`src/rtl/dose_log_uart_tx_if.sv`:
```
// Event bus from the dose logger into the dose-log UART transmitter.
// The logger side is the master; the transmitter samples it as slave.
interface dose_log_uart_tx_if;
    logic       ev_valid;
    logic [7:0] ev_time;
    logic [3:0] ev_idx;

    modport master (output ev_valid, ev_time, ev_idx);
    modport slave  (input  ev_valid, ev_time, ev_idx);
endinterface

```
`src/rtl/dose_log_uart_tx.sv`:
```
// Buffers dose-log events and sends each as a framed UART packet A5, time, idx[, checksum].
// Define DOSE_TX_CHECKSUM_EN to append the XOR checksum byte (4-byte packets instead of 3).
module dose_log_uart_tx #(
    parameter int CLKS_PER_BIT = 16,
    parameter int FIFO_DEPTH   = 8
) (
    input  logic                          clk,
    input  logic                          rst_n,
    dose_log_uart_tx_if.slave             ev,
    input  logic                          clr_ovf,
    output logic                          tx,
    output logic                          busy,
    output logic                          overflow,
    output logic [$clog2(FIFO_DEPTH):0]   fifo_level
);

    localparam int AW = $clog2(FIFO_DEPTH);
    localparam int CW = $clog2(CLKS_PER_BIT);
    localparam logic [CW-1:0] BIT_LAST   = CW'(CLKS_PER_BIT - 1);
    localparam logic [AW:0]   LEVEL_FULL = (AW + 1)'(FIFO_DEPTH);
`ifdef DOSE_TX_CHECKSUM_EN
    localparam logic [1:0]    LAST_BYTE  = 2'd3;
`else
    localparam logic [1:0]    LAST_BYTE  = 2'd2;
`endif

    typedef enum logic [2:0] {S_IDLE, S_LOAD, S_START, S_DATA, S_STOP} state_t;

    state_t        state_q, state_d;
    logic [CW-1:0] clk_q, clk_d;
    logic [2:0]    bit_q, bit_d;
    logic [1:0]    byte_q, byte_d;
    logic [11:0]   pkt_q;
    logic [7:0]    cur_byte;
    logic          tx_d;

    // ---------------- event FIFO ----------------
    logic [11:0] mem [FIFO_DEPTH];
    logic [AW:0] wr_ptr, rd_ptr, level;
    logic        full, empty, push, pop, drop;

    assign level      = wr_ptr - rd_ptr;
    assign fifo_level = level;
    assign full       = (level == LEVEL_FULL);
    assign empty      = (level == '0);
    assign pop        = (state_q == S_LOAD);
    assign push       = ev.ev_valid && (!full || pop);
    assign drop       = ev.ev_valid && full && !pop;

    // NOTE: storage is deliberately not reset; the pointers alone decide which entries are valid.
    always_ff @(posedge clk) begin
        if (push) mem[wr_ptr[AW-1:0]] <= {ev.ev_time, ev.ev_idx};
    end

    always_ff @(posedge clk or negedge rst_n) begin
        if (!rst_n) begin
            wr_ptr   <= '0;
            rd_ptr   <= '0;
            overflow <= 1'b0;
        end else begin
            if (push) wr_ptr <= wr_ptr + 1'b1;
            if (pop)  rd_ptr <= rd_ptr + 1'b1;
            if (drop)         overflow <= 1'b1;
            else if (clr_ovf) overflow <= 1'b0;
        end
    end

    // ---------------- packet byte select ----------------
    always_comb begin
        cur_byte = 8'hA5;
        case (byte_q)
            2'd1:    cur_byte = pkt_q[11:4];
            2'd2:    cur_byte = {4'h0, pkt_q[3:0]};
`ifdef DOSE_TX_CHECKSUM_EN
            2'd3:    cur_byte = 8'hA5 ^ pkt_q[11:4] ^ {4'h0, pkt_q[3:0]};
`endif
            default: cur_byte = 8'hA5;
        endcase
    end

    // ---------------- serializer FSM ----------------
    // NOTE: every variable gets a default first so no path leaves a latch behind.
    always_comb begin
        state_d = state_q;
        clk_d   = clk_q;
        bit_d   = bit_q;
        byte_d  = byte_q;
        case (state_q)
            S_IDLE: if (!empty) state_d = S_LOAD;
            S_LOAD: begin
                clk_d   = '0;
                bit_d   = '0;
                byte_d  = '0;
                state_d = S_START;
            end
            S_START: begin
                if (clk_q == BIT_LAST) begin
                    clk_d   = '0;
                    bit_d   = '0;
                    state_d = S_DATA;
                end else clk_d = clk_q + 1'b1;
            end
            S_DATA: begin
                if (clk_q == BIT_LAST) begin
                    clk_d = '0;
                    if (bit_q == 3'd7) state_d = S_STOP;
                    else               bit_d   = bit_q + 1'b1;
                end else clk_d = clk_q + 1'b1;
            end
            S_STOP: begin
                if (clk_q == BIT_LAST) begin
                    clk_d = '0;
                    if (byte_q != LAST_BYTE) begin
                        byte_d  = byte_q + 1'b1;
                        state_d = S_START;
                    end else if (!empty) state_d = S_LOAD;
                    else                 state_d = S_IDLE;
                end else clk_d = clk_q + 1'b1;
            end
            default: state_d = S_IDLE;
        endcase

        // Registered line: byte_q and pkt_q never change on entry to DATA, so cur_byte is already right.
        tx_d = 1'b1;
        if (state_d == S_START)     tx_d = 1'b0;
        else if (state_d == S_DATA) tx_d = cur_byte[bit_d];
    end

    always_ff @(posedge clk or negedge rst_n) begin
        if (!rst_n) begin
            state_q <= S_IDLE;
            clk_q   <= '0;
            bit_q   <= '0;
            byte_q  <= '0;
            pkt_q   <= '0;
            tx      <= 1'b1;
        end else begin
            state_q <= state_d;
            clk_q   <= clk_d;
            bit_q   <= bit_d;
            byte_q  <= byte_d;
            tx      <= tx_d;
            if (state_q == S_LOAD) pkt_q <= mem[rd_ptr[AW-1:0]];
        end
    end

    assign busy = (state_q != S_IDLE);

endmodule

```
`src/flat_wrapper.sv`:
```
// flat-port wrapper written by rule: the top's interface ports become plain ports
module dose_log_uart_tx_flat 
#(
    parameter int CLKS_PER_BIT = 16,
    parameter int FIFO_DEPTH   = 8
)
  (clk, rst_n, clr_ovf, tx, busy, overflow, fifo_level, ev_ev_valid, ev_ev_time, ev_ev_idx);
  dose_log_uart_tx_if ev_i ();
  input  logic clk;
  input  logic rst_n;
  input  logic clr_ovf;
  output logic tx;
  output logic busy;
  output logic overflow;
  output logic [$clog2(FIFO_DEPTH):0] fifo_level;
  input wire logic [$bits(ev_i.ev_valid)-1:0] ev_ev_valid;
  input wire logic [$bits(ev_i.ev_time)-1:0] ev_ev_time;
  input wire logic [$bits(ev_i.ev_idx)-1:0] ev_ev_idx;
  assign ev_i.ev_valid = ev_ev_valid;
  assign ev_i.ev_time = ev_ev_time;
  assign ev_i.ev_idx = ev_ev_idx;
  dose_log_uart_tx #(.CLKS_PER_BIT(CLKS_PER_BIT), .FIFO_DEPTH(FIFO_DEPTH)) u_core (.clk(clk), .rst_n(rst_n), .ev(ev_i), .clr_ovf(clr_ovf), .tx(tx), .busy(busy), .overflow(overflow), .fifo_level(fifo_level));
endmodule
```
`config.mk`:
```
export PLATFORM = sky130hd
export DESIGN_NAME = dose_log_uart_tx_flat
export DESIGN_NICKNAME = d
export VERILOG_FILES = /design/src/rtl/dose_log_uart_tx_if.sv /design/src/rtl/dose_log_uart_tx.sv /design/src/flat_wrapper.sv
export SDC_FILE = /design/constraint.sdc
export NUM_CORES = 1
export LEC_CHECK = 0
export ABC_AREA = 0
export BUFFER_PORTS_ARGS = -buffer_cell sky130_fd_sc_hd__buf_2
export CORE_ASPECT_RATIO = 1.5
export CORE_MARGIN = 3
export CORE_UTILIZATION = 60
export CTS_BUF_LIST = sky130_fd_sc_hd__clkbuf_16
export DETAILED_ROUTE_END_ITERATION = 8
export GPL_TIMING_DRIVEN = 0
export PLACE_DENSITY = 0.78
export SETUP_SLACK_MARGIN = 0.3
export SYNTH_ARGS = -nofsm -noshare
export SYNTH_HDL_FRONTEND = slang
export SYNTH_SLANG_ARGS = --single-unit
```
`constraint.sdc`:
```
create_clock -name clk -period 12.1 [get_ports clk]
set_input_delay 0.605 -clock clk [delete_from_list [all_inputs] [get_ports clk]]
set_output_delay 0.605 -clock clk [all_outputs]
set_load 0.02 [all_outputs]
```
==> impl_summary.md, run 1 <==
Final layout
The library cell used most frequently in the layout, excluding fill and tap cells, is sky130_fd_sc_hd__edfxtp_1. The library cells used most frequently in the layout, excluding fill and tap cells, are sky130_fd_sc_hd__edfxtp_1, sky130_fd_sc_hd__nand2_1, sky130_fd_sc_hd__dfrtp_1, sky130_fd_sc_hd__buf_2, sky130_fd_sc_hd__mux4_2. The relative area change from synthesis to final layout is 16.0%. 0 antenna diodes ended up in the layout. The net count reported at finish is 446.

The layout has 534 filler cells. The sequential cell area is 3730 µm². The share of final-layout standard cells stronger than drive strength 1 is 0.243. Summing all multi-input logic gate instances after layout gives 1860 µm².

Routing
Summed over all nets, wire length on met2 after detailed routing comes to 6960 µm. For this block, the routed nets add up to 12200 µm of wire. The number of vias after detailed routing is 3382. After detailed routing, the number of remaining DRC violations is 0. The routed wire length on met3 is 495 µm.

The wire length per cell after detailed routing is 22.5 µm. The number of detailed-routing iterations run before antenna repair is 4. The detailed router used layers up to and including met4. After detailed routing, the wire length on met1 is 4540 µm. The count of nets left with antenna violations once routing finished came out at 0.

The violation count after the first detailed-routing iteration is 210. The via-per-instance ratio is 6.24.

GRT
The total congestion overflow after global routing is 0. The initial antenna violation count is 0. The maximum number of pins on one net before global-route repair is 35. In the global route stage, overall resource usage came out at 0.252. The via count of the first global-routing pass came to 3650. The first global-routing pass estimated 19700 µm of wire.

Power and ir drop
The switching component of the power is 0.000327 W. The internal power of the cells totals 0.000907 W. The share of total power dissipated in combinational logic is 0.156. The leakage power of the design is 2.51 nW.

IR analysis of the VDD net gives a maximum drop of 0.127 mV. The proportion of total power due to net switching is 0.265. The share of total power in sequential cells is 0.457. The power density relative to cell area is 187 nW/µm². The share of total power dissipated in the clock network is 0.387.

STA
Setup violations remaining at the end of the flow were counted as 0. The normalized max-slew margin is 0.391. The number of pins exceeding their max-slew limit in the final report was 0. The final hold violation count is 0. In the finished design, the share of the clock period the worst path needs comes to 0.353. Derived from the worst setup path, the maximum achievable clock frequency is 234 MHz.

The final critical-path setup slack is 7.82 ns. The measured slew at the worst slew-check pin is 0.908 ns. Setup repair after global routing left no endpoint under its margin. The worst path needs 4.28 ns of the cycle, external delays included. After routing, the total negative slack on setup checks comes to 0 ns. The final clock skew is 0.00831 ns.

Place
Routability-driven placement finished with a final weighted congestion of 0.807. Summed over all nets, the half-perimeter wirelength after detailed placement is 7800 µm. Buffers placed on the I/O ports in this run total 22.

The post-placement setup slack is 7.71 ns.

Flow run
Across the run, the number of max-cap violations was 0.

Clocking
The number of clock buffers added by TritonCTS is 17. The clock drives 130 sinks. The hold buffer count at cts is 0. The number of levels in the clock H-tree is 4. Once the clock tree was built, the resizer swapped 0 gates to a different size.

The buffer type at the clock tree root is sky130_fd_sc_hd__clkbuf_16. After clock tree synthesis, the clock-pin slew on the worst setup and hold paths is 0.05 ns. The maximum buffer depth of the clock tree is 2. At the later pin of the worst-skew pair, clock insertion delay measures 0.41 ns.

Post-CTS timing repair inserted 0 buffers for setup. TritonCTS built the clock tree.

Synthesis
Synthesis inferred 130 register bits. The synthesized design contains 96 enable-type register cells. In this run the cell area of the synthesized design comes to 5700 µm².

The adder-cell area share of the yosys netlist is 0.0233. The number of warnings issued by yosys is 0. In this run the mean area of a mapped cell was 15.3 µm². After synthesis, the largest family of logic cells by area is multiplexers. Of the post-synthesis cell area, the part taken by muxes is 0.121. The share of the synthesized area in compound gates (AO/OA/AOI/OAI) is 0.0837. The simple-gate share of the synthesized area is 0.0756. The distinct cell type count of the synthesized netlist is 62. The net count of the mapped netlist is 398. The xor/xnor share of the synthesized area is 0.0138. The sequential share of the synthesized area is 0.656.

The leading register cell type out of synthesis is sky130_fd_sc_hd__edfxtp_1. The proportion of synthesized flip-flops having asynchronous set or reset is 0.262. After technology mapping, the gate count stands at 372.

Die
The initial utilization of the core area, before any placement, comes to 0.630. The floorplan step set the die height to 125 µm. Measured along the x axis, the die boundary spans 85.6 µm. In this run the count of I/O pins placed on the die edge is 23. After floorplanning, the core was sized to cover 9040 µm². The die covers 10700 µm². The number of cell rows is 42.

Critical path
At the worst endpoint, the arrival time is 4.39 ns. By startpoint and endpoint, the worst setup path is classified as reg2reg. STA puts the critical path data required time at 12.21 ns.

The type of element capturing the critical path is a flop. In this run the worst path has a maximum fanout of 10. The category of the worst setup path launch point is a flop.

Hold path
The min-delay analysis places its worst path in the category in2async.

Run status
The run finished with clean final reports.
[state kept, by name, summed over array words and instances (netlist names)]
| signal | flops |
|---|---|
| u_core.mem | 96 |
| u_core.pkt_q | 12 |
| u_core.clk_q | 4 |
| u_core.rd_ptr | 4 |
| u_core.wr_ptr | 4 |
| u_core.bit_q | 3 |
| u_core.state_q | 3 |
| u_core.byte_q | 2 |
| u_core.overflow | 1 |
| u_core.tx | 1 |
[per-stage QoR]
| step | area, µm² | utilization | total power [W] | hold slack, ns | std cells |
|---|---|---|---|---|---|
| final | 6610 | 0.731 | 0.00123 | 0.264 | 542 |
| after global routing | 6610 | 0.731 | 0.00128 | 0.332 | 542 |
| after CTS | 6600 | 0.730 | 0.00124 | 0.292 | 542 |
| after detailed placement | 6050 | 0.669 | 0.000760 | 0.472 | 511 |
| after global placement | 5940 | 0.658 | 0.000732 | 0.465 | 504 |
| after floorplan | 5700 | - | 0.000683 | 0.309 | 372 |
[cells by family (layout without fill, tap and decap cells)]
group	Yosys count	count (layout)
XOR/XNOR	9	9
AND/OR/NAND/NOR	89	89
multiplexers	39	39
flip-flops	130	130
adder cells (fa/ha/maj)	10	10
buffers and inverters	35	95
AO/OA/AOI/OAI	60	60
[worst max-delay path, stage by stage (launching register included)]
cell	delay [ns]
sky130_fd_sc_hd__dfrtp_1	0.35
sky130_fd_sc_hd__clkbuf_1	0.43
sky130_fd_sc_hd__clkbuf_1	0.59
sky130_fd_sc_hd__inv_1	0.24
sky130_fd_sc_hd__ha_1	0.35
sky130_fd_sc_hd__a21o_1	0.16
sky130_fd_sc_hd__a21o_1	0.18
sky130_fd_sc_hd__xnor2_1	0.32
sky130_fd_sc_hd__o31ai_2	0.27
sky130_fd_sc_hd__nor4b_2	0.76
sky130_fd_sc_hd__buf_4	0.32
[cell usage after synthesis (2+ instances only)]
library cell,number,area share
sky130_fd_sc_hd__a32oi_1,2,0.0031
sky130_fd_sc_hd__o21ai_1,2,0.0018
sky130_fd_sc_hd__nor4_1,3,0.0033
sky130_fd_sc_hd__a2111oi_4,2,0.0097
sky130_fd_sc_hd__xor2_1,2,0.0031
sky130_fd_sc_hd__a21o_1,2,0.0026
sky130_fd_sc_hd__buf_1,3,0.0020
sky130_fd_sc_hd__nand2b_1,5,0.0055
sky130_fd_sc_hd__a21oi_1,6,0.0053
sky130_fd_sc_hd__a31oi_1,2,0.0022
sky130_fd_sc_hd__nor3_1,6,0.0053
sky130_fd_sc_hd__inv_1,13,0.0086
sky130_fd_sc_hd__buf_2,6,0.0053
sky130_fd_sc_hd__nand2_1,43,0.028
sky130_fd_sc_hd__a22oi_1,2,0.0026
sky130_fd_sc_hd__o22ai_1,2,0.0022
sky130_fd_sc_hd__nand3_1,4,0.0035
sky130_fd_sc_hd__xnor2_1,7,0.011
sky130_fd_sc_hd__or3_1,2,0.0022
sky130_fd_sc_hd__nand4_1,2,0.0022
sky130_fd_sc_hd__and2_1,2,0.0022
sky130_fd_sc_hd__a221oi_1,2,0.0031
sky130_fd_sc_hd__o21ai_0,20,0.018
sky130_fd_sc_hd__clkbuf_1,10,0.0066
sky130_fd_sc_hd__mux2i_1,14,0.025
sky130_fd_sc_hd__mux4_2,24,0.095
sky130_fd_sc_hd__and3_1,3,0.0033
sky130_fd_sc_hd__edfxtp_1,96,0.51
sky130_fd_sc_hd__o211ai_1,2,0.0026
sky130_fd_sc_hd__ha_1,9,0.020
sky130_fd_sc_hd__nor2_1,11,0.0072
sky130_fd_sc_hd__dfrtp_1,33,0.14
[power groups by stage]
stage | Clock, W | Combinational (W) | Sequential [W]
after floorplan | 0 | 0.000118 | 0.000565
after global placement | 0 | 0.000166 | 0.000566
after global routing | 0.000499 | 0.000211 | 0.000567
after detailed placement | 0 | 0.000190 | 0.000570
final | 0.000477 | 0.000193 | 0.000564
after CTS | 0.000481 | 0.000193 | 0.000563
[area by class of cell]
| cell class | instances | share of cell area |
|---|---|---|
| Multi-Input combinational cell | 207 | 0.281 |
| Clock inverter | 14 | 0.0191 |
| Inverter | 14 | 0.00795 |
| Timing Repair Buffer | 29 | 0.0269 |
| Tap cell | 110 | 0.0208 |
| Clock buffer | 17 | 0.0644 |
| Sequential cell | 130 | 0.565 |
| Buffer | 21 | 0.0148 |
[worst paths after layout]
| kind | from | cells after the start | slack, ns | endpoint |
|---|---|---|---|---|
| worst max-delay path | u_core.rd_ptr[1]$_DFFE_PN0N_ | 10 | 7.82 | u_core.mem[2][4]$_DFFE_PP_ |
| worst min-delay path | rst_n | 1 | 0.26 | u_core.overflow$_DFFE_PN0P_ |
| worst max register to register | u_core.rd_ptr[1]$_DFFE_PN0N_ | 10 | 7.82 | u_core.mem[2][4]$_DFFE_PP_ |
| worst min register to register | u_core.pkt_q[9]$_DFFE_PN0N_ | 2 | 0.48 | u_core.pkt_q[9]$_DFFE_PN0N_ |
| max in group asynchronous | rst_n | 1 | 11.35 | u_core.clk_q[2]$_DFFE_PN0P_ |
| min in group clk | ev_ev_time[6] | 1 | 0.45 | u_core.mem[4][10]$_DFFE_PP_ |
[routing by layer]
layer,up-vias,track usage
li1,1532,-
met1,1728,0.294
met4,0,0.0904
met5,-,0
met3,23,0.0507
met2,99,0.453
Note: power is estimated with default switching activity, not from simulation.
==> run 2, diff against run 1 <==
CORE_UTILIZATION = 55   (was 60)
PLACE_DENSITY = 0.75   (was 0.78)
clock period = 3.45 ns   (was 12.1 ns; I/O delays follow)
==> impl_summary.md, run 2 (synthesis results as in run 1) <==
Critical path
The worst setup path is captured at a flop. The number of cells on the worst reg-to-reg path was 10 (unchanged). The startpoint-to-endpoint class of the critical path is reg2reg. The data required time of the worst path is 3.61 ns (-8.60 ns).

The reg2reg setup slack came to 0.44 ns (-7.38 ns). The delay of the slowest cell on the worst path is 0.50 ns (-0.26 ns). The startpoint identified for the worst register-to-register timing path is u_core.rd_ptr[1]$_DFFE_PN0N_. The critical path arrival was 3.17 ns (-1.22 ns).

STA classifies the critical path startpoint as a flop. Walking the worst path, the cells encountered are buf_6 > clkbuf_8 > inv_1 > fa_1 > xor2_2 > or3_1 > o31a_1 > nand2_2 > nor3_4 > buf_12. The library cell contributing the largest single delay on the critical path is sky130_fd_sc_hd__fa_1. The launching instance or port of the critical path is u_core.rd_ptr[1]$_DFFE_PN0N_. The peak fanout along the critical path is 12 (+2). The endpoint identified for the worst register-to-register timing path is u_core.mem[5][11]$_DFFE_PP_.

Routing
The aggregate routed wire length is 12400 µm (+1.7%). Routed signal wires occupy layers up through met4. The via-per-instance ratio is 6.20 (-0.59%). The number of vias after detailed routing is 3418 (+1.1%). The post-route antenna net violation count is 0 (unchanged).

The DRC violation count after routing is 0 (unchanged). The routed wire length on met3 was 452 µm (-8.7%). The post-route met1 wirelength is 4750 µm (+4.6%). The met2 wire length is 7090 µm (+1.9%). The number of detailed-routing iterations run before antenna repair came to 4 (unchanged).

The wire length per cell after detailed routing is 22.5 µm (about the same). The violation count after the first detailed-routing iteration came to 199 (-5.2%).

Die
The height of the die is 131 µm (+4.2%). The standard cell core area came to 9910 µm² (+9.6%). The I/O pin count is 23 (unchanged). The full die area is 11600 µm² (+8.5%). The horizontal extent of the die is 89.1 µm (+4.1%). The initial core utilization was 0.575 (-0.0554). The number of cell rows is 44 (+4.8%).

Clocking
The number of levels in the clock H-tree is 4 (unchanged). The buffer type at the clock tree root is sky130_fd_sc_hd__clkbuf_16. The clock input transition at the sequential cells of the worst setup and hold paths is 0.06 ns (about the same).

The insertion delay of the later-clocked pin in the worst-skew pair is 0.42 ns (about the same). The number of buffers added by the clock tree synthesis step was 17 (unchanged). TritonCTS built the clock tree. The number of clock sinks is 130 (unchanged). The maximum buffer depth of the clock tree is 2 (unchanged).

GRT
The initial antenna violation count is 0 (unchanged). The total congestion overflow after global routing is 0 (unchanged). The via count of the first global-routing pass came to 3648 (-0.055%). The total global routing track utilization was 0.238 (-0.0132). The maximum number of pins on one net before global-route repair is 35 (unchanged). The global-route wire length before repair was 19700 µm (about the same).

Final layout
The number of flip-flops in the largest register came to 96 (unchanged). The share of final-layout standard cells stronger than drive strength 1 is 0.271 (+0.0276). The fill cell total of the finished layout was 633 (+19%). The most frequent standard cell in the layout excluding fill and tap cells is sky130_fd_sc_hd__edfxtp_1. The area growth from synthesis to layout is 20.9%.

The finished layout cell area is 6890 µm² (+4.2%). The net count reported at finish is 449 (+0.67%). The number of antenna cells inserted is 0 (unchanged). In the layout the commonest cells are sky130_fd_sc_hd__edfxtp_1, sky130_fd_sc_hd__nand2_1, sky130_fd_sc_hd__dfrtp_1, sky130_fd_sc_hd__buf_2, sky130_fd_sc_hd__mux4_2.

STA
The measured slew at the worst slew-check pin is 0.767 ns (-0.141 ns). The smallest hold slack is 0.0169 ns (-0.247 ns). The number of pins exceeding their max-slew limit in the final report came to 0 (unchanged).

The final hold violation count is 0 (unchanged). The final clock skew is 0.0203 ns (+0.0120 ns). The final period demand of the worst path is 3.01 ns (-1.27 ns). The total setup violations reported at the end of the flow is 0 (unchanged). The highest clock frequency the design can meet is 332 MHz (+42%). Setup repair after global routing left no endpoint under its margin. The normalized max-slew margin is 0.489 (+0.0976). The ratio of final minimum period to clock period is 0.873 (+0.519).

Run status
The flow ran to the end, and the final reports show no timing, DRC or antenna violations.

Place
The count of buffers inserted at the top-level ports was 22 (unchanged). The detailed-placement wirelength estimate is 7420 µm (-4.8%). The weighted congestion reported at the end of routability-driven placement came to 0.800 (-0.78%). The instance area at placement is 6050 µm² (about the same).

Power and ir drop
The worst vdd rail ir drop came to 0.478 mV (+280%). The power density relative to cell area came to 673 nW/µm² (+260%). The leakage power of the design is 2.60 nW (+3.6%). The overall power after layout was 0.00463 W (+280%).

Hold path
The count of cells along the worst hold path is 1. The hold-critical path endpoint is u_core.mem[1][9]$_DFFE_PP_. The type of the worst min-delay path is in2reg. In this run the most critical hold path is launched from ev_ev_time[5].

Flow run
The number of max-capacitance violations reported is 0 (unchanged).
## run 2: cell count changes in the layout (fill, tap and decap cells not counted), moves of 3 or more
cell | previous run | this run
sky130_fd_sc_hd__inv_1 | 16 | 13
sky130_fd_sc_hd__buf_4 | 4 | 1
sky130_fd_sc_hd__nor3_4 | 1 | 5
sky130_fd_sc_hd__nor3_2 | 4 | 0
sky130_fd_sc_hd__buf_12 | 0 | 9
sky130_fd_sc_hd__buf_6 | 5 | 2
## run 2: metal layers
metal  vias to the layer above  global-route usage
li1                       1537                   -
met1                      1775               0.281
met2                        96               0.416
met3                        10              0.0577
met4                         0              0.0911
met5                         -                   0
## run 2: worst max-delay path, delay by kind of cell, from the launching register on
kind / cells / cell delay [ns]
compound gates: 1 / 0.39
xor+xnor: 1 / 0.18
fa+ha+maj: 1 / 0.50
buf+inv: 4 / 0.69
flops: 1 / 0.39
simple gates: 3 / 0.62
## run 2: worst max-delay path by stage
stage | end | slack, ns | cells past startpoint
2_1_floorplan | u_core.mem[3][0]$_DFFE_PP_ | 0.33 | 7
3_3_place_gp | u_core.mem[6][2]$_DFFE_PP_ | -0.62 | 9
3_5_place_dp | u_core.mem[6][11]$_DFFE_PP_ | -0.71 | 9
4_1_cts | u_core.mem[4][0]$_DFFE_PP_ | 0.34 | 10
5_1_grt | u_core.mem[5][11]$_DFFE_PP_ | 0.34 | 10
6_report | u_core.mem[5][11]$_DFFE_PP_ | 0.44 | 10
## run 2: what timing repair did
item,in CTS,in global routing
endpoints found under the setup margin,100,88
hold buffers,1,0
endpoints found under the hold margin,33,0
pin swaps,9,2
buffers inserted,9,0
gates resized for setup,9,6
## run 2: power breakdown
group	internal (W)	total, W	switching [W]
registers	0.00190	0.00198	0.0000857
logic	0.000351	0.000873	0.000522
clock network	0.00113	0.00178	0.000649
total	0.00338	0.00463	0.00126
## run 2: through the flow
stage / cells / utilization / TNS (ns) / worst slack, ns
finish: 551 / 0.695 / 0 / 0.440
detailed placement: 509 / 0.611 / -47.38 / -0.714
global placement: 509 / 0.611 / -42.33 / -0.623
floorplan: 372 / - / 0 / 0.328
CTS: 551 / 0.693 / 0 / 0.335
global route: 551 / 0.695 / 0 / 0.338
## run 2: layout make-up
class / instances / area, µm² / area share
multi-input cells: 207 / 1940 / 0.282
well taps: 115 / 144 / 0.0209
plain buffers: 21 / 116 / 0.0169
inverters: 14 / 55.1 / 0.00799
clock inverters: 15 / 166 / 0.0242
clock buffers: 17 / 425 / 0.0618
repair buffers: 32 / 300 / 0.0436
flip-flops and latches: 130 / 3740 / 0.542
==> run 3, diff against run 2 <==
--- a/config.mk
+++ b/config.mk
@@ -11,3 +11,3 @@
 export CORE_MARGIN = 3
-export CORE_UTILIZATION = 55
+export CORE_UTILIZATION = 36
 export CTS_BUF_LIST = sky130_fd_sc_hd__clkbuf_16
@@ -15,3 +15,2 @@
 export GPL_TIMING_DRIVEN = 0
-export PLACE_DENSITY = 0.75
 export SETUP_SLACK_MARGIN = 0.3
==> constraint.sdc (replaced) <==
create_clock -name clk -period 3.3 [get_ports clk]
set_input_delay 0.165 -clock clk [delete_from_list [all_inputs] [get_ports clk]]
set_output_delay 0.165 -clock clk [all_outputs]
set_load 0.005 [all_outputs]
==> impl_summary.md, run 3 (synthesis results as in run 1) <==
STA
The normalized max-slew margin was 0.483 (-0.00543). The total setup violations reported at the end of the flow came to 0 (unchanged). The final hold violation count is 0 (unchanged). The measured slew at the worst slew-check pin is 0.775 ns (+0.00815 ns). The ratio of final minimum period to clock period is 0.872 (about the same).

The total negative setup slack was 0 ns (unchanged). The final period demand of the worst path is 2.88 ns (-0.133 ns). Setup repair after global routing left no endpoint under its margin.

The number of pins exceeding their max-slew limit in the final report came to 0 (unchanged). The final clock skew is 0.00719 ns (-0.0131 ns). The highest clock frequency the design can meet is 348 MHz (+4.6%).

Final layout
The share of final-layout standard cells stronger than drive strength 1 is 0.277 (+0.00663). The post-layout utilization of the core is 0.455 (-0.240). The sequential cell area is 3740 µm² (unchanged). The relative area change from synthesis to final layout is 22.1%. The number of antenna cells inserted was 0 (unchanged). The multi-input logic area was 1940 µm² (-0.39%).

The net count reported at finish came to 453 (+0.89%). The most frequent standard cell in the layout excluding fill and tap cells is sky130_fd_sc_hd__edfxtp_1. Leaving out fill and tap cells, the most frequent cells in the layout are sky130_fd_sc_hd__edfxtp_1, sky130_fd_sc_hd__nand2_1, sky130_fd_sc_hd__dfrtp_1, sky130_fd_sc_hd__buf_2, sky130_fd_sc_hd__mux4_2.

The fill cell total of the finished layout came to 1370 (+120%). The number of flip-flops in the largest register is 96 (unchanged).

Critical path
The launching instance or port of the critical path is u_core.rd_ptr[1]$_DFFE_PN0N_. Among all stages on the critical path, the largest delay is contributed by sky130_fd_sc_hd__fa_1. The peak fanout along the critical path is 12 (unchanged).

By instance count, the cell type seen most on the critical path is sky130_fd_sc_hd__buf_12. Walking the worst path, the cells encountered are buf_4 > clkbuf_8 > inv_1 > fa_1 > xor2_1 > or3_1 > o31ai_4 > buf_12 > nor4b_4 > buf_12. The end point of the critical path is u_core.mem[2][5]$_DFFE_PP_.

Among cell families on the critical path, the largest total delay comes from buffers and inverters. The startpoint-to-endpoint class of the critical path is reg2reg. The worst setup path is captured at a flop. The critical path arrival is 3.05 ns (-0.12 ns). The category of the worst setup path launch point is a flop.

The number of cells on the worst reg-to-reg path is 10 (unchanged). The data required time of the worst path was 3.47 ns (-0.14 ns). The number of stages on the worst setup path is 10 (unchanged). The delay of the slowest cell on the worst path is 0.44 ns (-0.06 ns). The number of buffers and inverters on the critical path came to 5 (+1). In this run the critical register-to-register path is launched from u_core.rd_ptr[1]$_DFFE_PN0N_. The reg2reg setup slack is 0.42 ns (-0.02 ns). The endpoint identified for the worst register-to-register timing path is u_core.mem[2][5]$_DFFE_PP_.

Routing
The DRC violation count after routing came to 0 (unchanged). The wire length per cell after detailed routing is 18.6 µm (-18%). The post-route antenna net violation count is 0 (unchanged). The via-per-instance ratio was 5.14 (-17%). The number of detailed-routing iterations run before antenna repair is 4 (unchanged). The number of vias after detailed routing is 3285 (-3.9%). The aggregate routed wire length is 11900 µm (-4.4%).

The violation count after the first detailed-routing iteration is 204 (+2.5%).

GRT
The initial antenna violation count is 0 (unchanged). The routing usage on met3 was 0.0307 (-0.0270). The global-route wire length before repair was 19500 µm (-1.3%).

The total congestion overflow after global routing is 0 (unchanged). The global-route track usage on met1 came to 0.181 (-0.100). The routing usage on met2 is 0.259 (-0.158). The total global routing track utilization is 0.150 (-0.0887). The via count of the first global-routing pass is 3520 (-3.5%). In this run the most used layer during global routing was met2. The maximum number of pins on one net before global-route repair was 35 (unchanged).

Die
The standard cell core area is 15300 µm² (+54%). The initial core utilization is 0.373 (-0.202). The number of cell rows was 55 (+25%). The full die area came to 17400 µm² (+49%).

The height of the die is 160 µm (+23%). The I/O pin count came to 23 (unchanged). The horizontal extent of the die came to 109 µm (+22%).

Power and ir drop
The switching component of the power was 0.00123 W (-2.0%). The worst vdd rail ir drop is 0.432 mV (-9.7%). The leakage power of the design was 2.59 nW (-0.37%).

The power density relative to cell area is 652 nW/µm² (-3.1%). The proportion of total power due to net switching is 0.271 (+0.000383). The share of total power in combinational logic is 0.185 (-0.003). The internal power is 0.00330 W (-2.2%).

The share of total power in sequential cells came to 0.455 (+0.027). The clock network power share was 0.359 (-0.024).

Place
The weighted congestion reported at the end of routability-driven placement came to 0.774 (-3.3%). The detailed-placement wirelength estimate is 7690 µm (+3.7%). The count of buffers inserted at the top-level ports is 22 (unchanged).

Run status
The run finished with clean final reports.

Clocking
The insertion delay of the later-clocked pin in the worst-skew pair is 0.41 ns (about the same). The clock input transition at the sequential cells of the worst setup and hold paths was 0.06 ns (about the same). The number of buffers added by the clock tree synthesis step is 17 (unchanged). The number of clock sinks is 130 (unchanged). The number of levels in the clock H-tree is 4 (unchanged). The buffer type at the clock tree root is sky130_fd_sc_hd__clkbuf_16. The maximum buffer depth of the clock tree was 2 (unchanged). The CTS tree is done.

Hold path
The type of the worst min-delay path is in2reg.

Flow run
The number of max-capacitance violations reported is 0 (unchanged).
run 3: metrics by stage:
| stage | cells | area, µm² | total power, W | hold WS [ns] | worst slack (ns) |
|---|---|---|---|---|---|
| 2_1_floorplan | 372 | 5810 | 0.00255 | -0.131 | 0.326 |
| 3_3_place_gp | 593 | 6170 | 0.00275 | 0.283 | -0.515 |
| 3_5_place_dp | 593 | 6170 | 0.00279 | 0.292 | -0.498 |
| 4_1_cts | 639 | 6930 | 0.00456 | 0.00779 | 0.314 |
| 5_1_grt | 639 | 6950 | 0.00474 | 0.0331 | 0.311 |
| 6_report | 639 | 6950 | 0.00453 | 0.0221 | 0.423 |
run 3: repair_timing:
item,CTS,global route
setup endpoints to repair,100,67
buffers inserted,12,0
endpoints found under the hold margin,41,0
gates resized for setup,8,5
pin swaps,11,0
hold buffers,2,0
run 3: worst min-delay path by stage:
stage	startpoint	endpoint	slack, ns	depth (start not counted)
floorplan	rst_n	u_core.bit_q[0]$_DFF_PN0_	-0.13	0
global placement	rst_n	u_core.clk_q[2]$_DFFE_PN0P_	0.28	1
detailed placement	rst_n	u_core.clk_q[2]$_DFFE_PN0P_	0.29	1
CTS	ev_ev_time[1]	u_core.mem[7][5]$_DFFE_PP_	0.008	1
global route	ev_ev_idx[0]	u_core.mem[1][0]$_DFFE_PP_	0.03	1
finish	ev_ev_time[1]	u_core.mem[7][5]$_DFFE_PP_	0.02	1
run 3: area by class of cell:
type,count,share of cell area
buffer,21,0.0166
clock buffer,17,0.0612
timing repair buffer,36,0.0479
multi-input combinational,207,0.279
inverter,14,0.00864
sequential,130,0.537
clock inverter,15,0.0142
tap,199,0.0358
run 3: worst register-to-register path, delay by kind of cell, from the launching register on:
family                   cells  cell delay, ns
AND/OR/NAND/NOR              2            0.45
AO/OA/AOI/OAI                1            0.30
buffers and inverters        5            0.91
adder cells (fa/ha/maj)      1            0.44
flip-flops                   1            0.35
XOR/XNOR                     1            0.16
run 3: power by group through the flow:
stage | logic [W] | registers [W] | clock network, W
global route | 0.000913 | 0.00208 | 0.00175
floorplan | 0.000477 | 0.00208 | 0
detailed placement | 0.000690 | 0.00210 | 0
global placement | 0.000670 | 0.00208 | 0
CTS | 0.000822 | 0.00206 | 0.00167
finish | 0.000841 | 0.00206 | 0.00163
run 3: layer usage:
layer | vias up | share of wire
li1 | 1545 | -
met1 | 1667 | 0.40
met2 | 57 | 0.56
met3 | 16 | 0.027
met4 | 0 | 0.016
met5 | - | 0
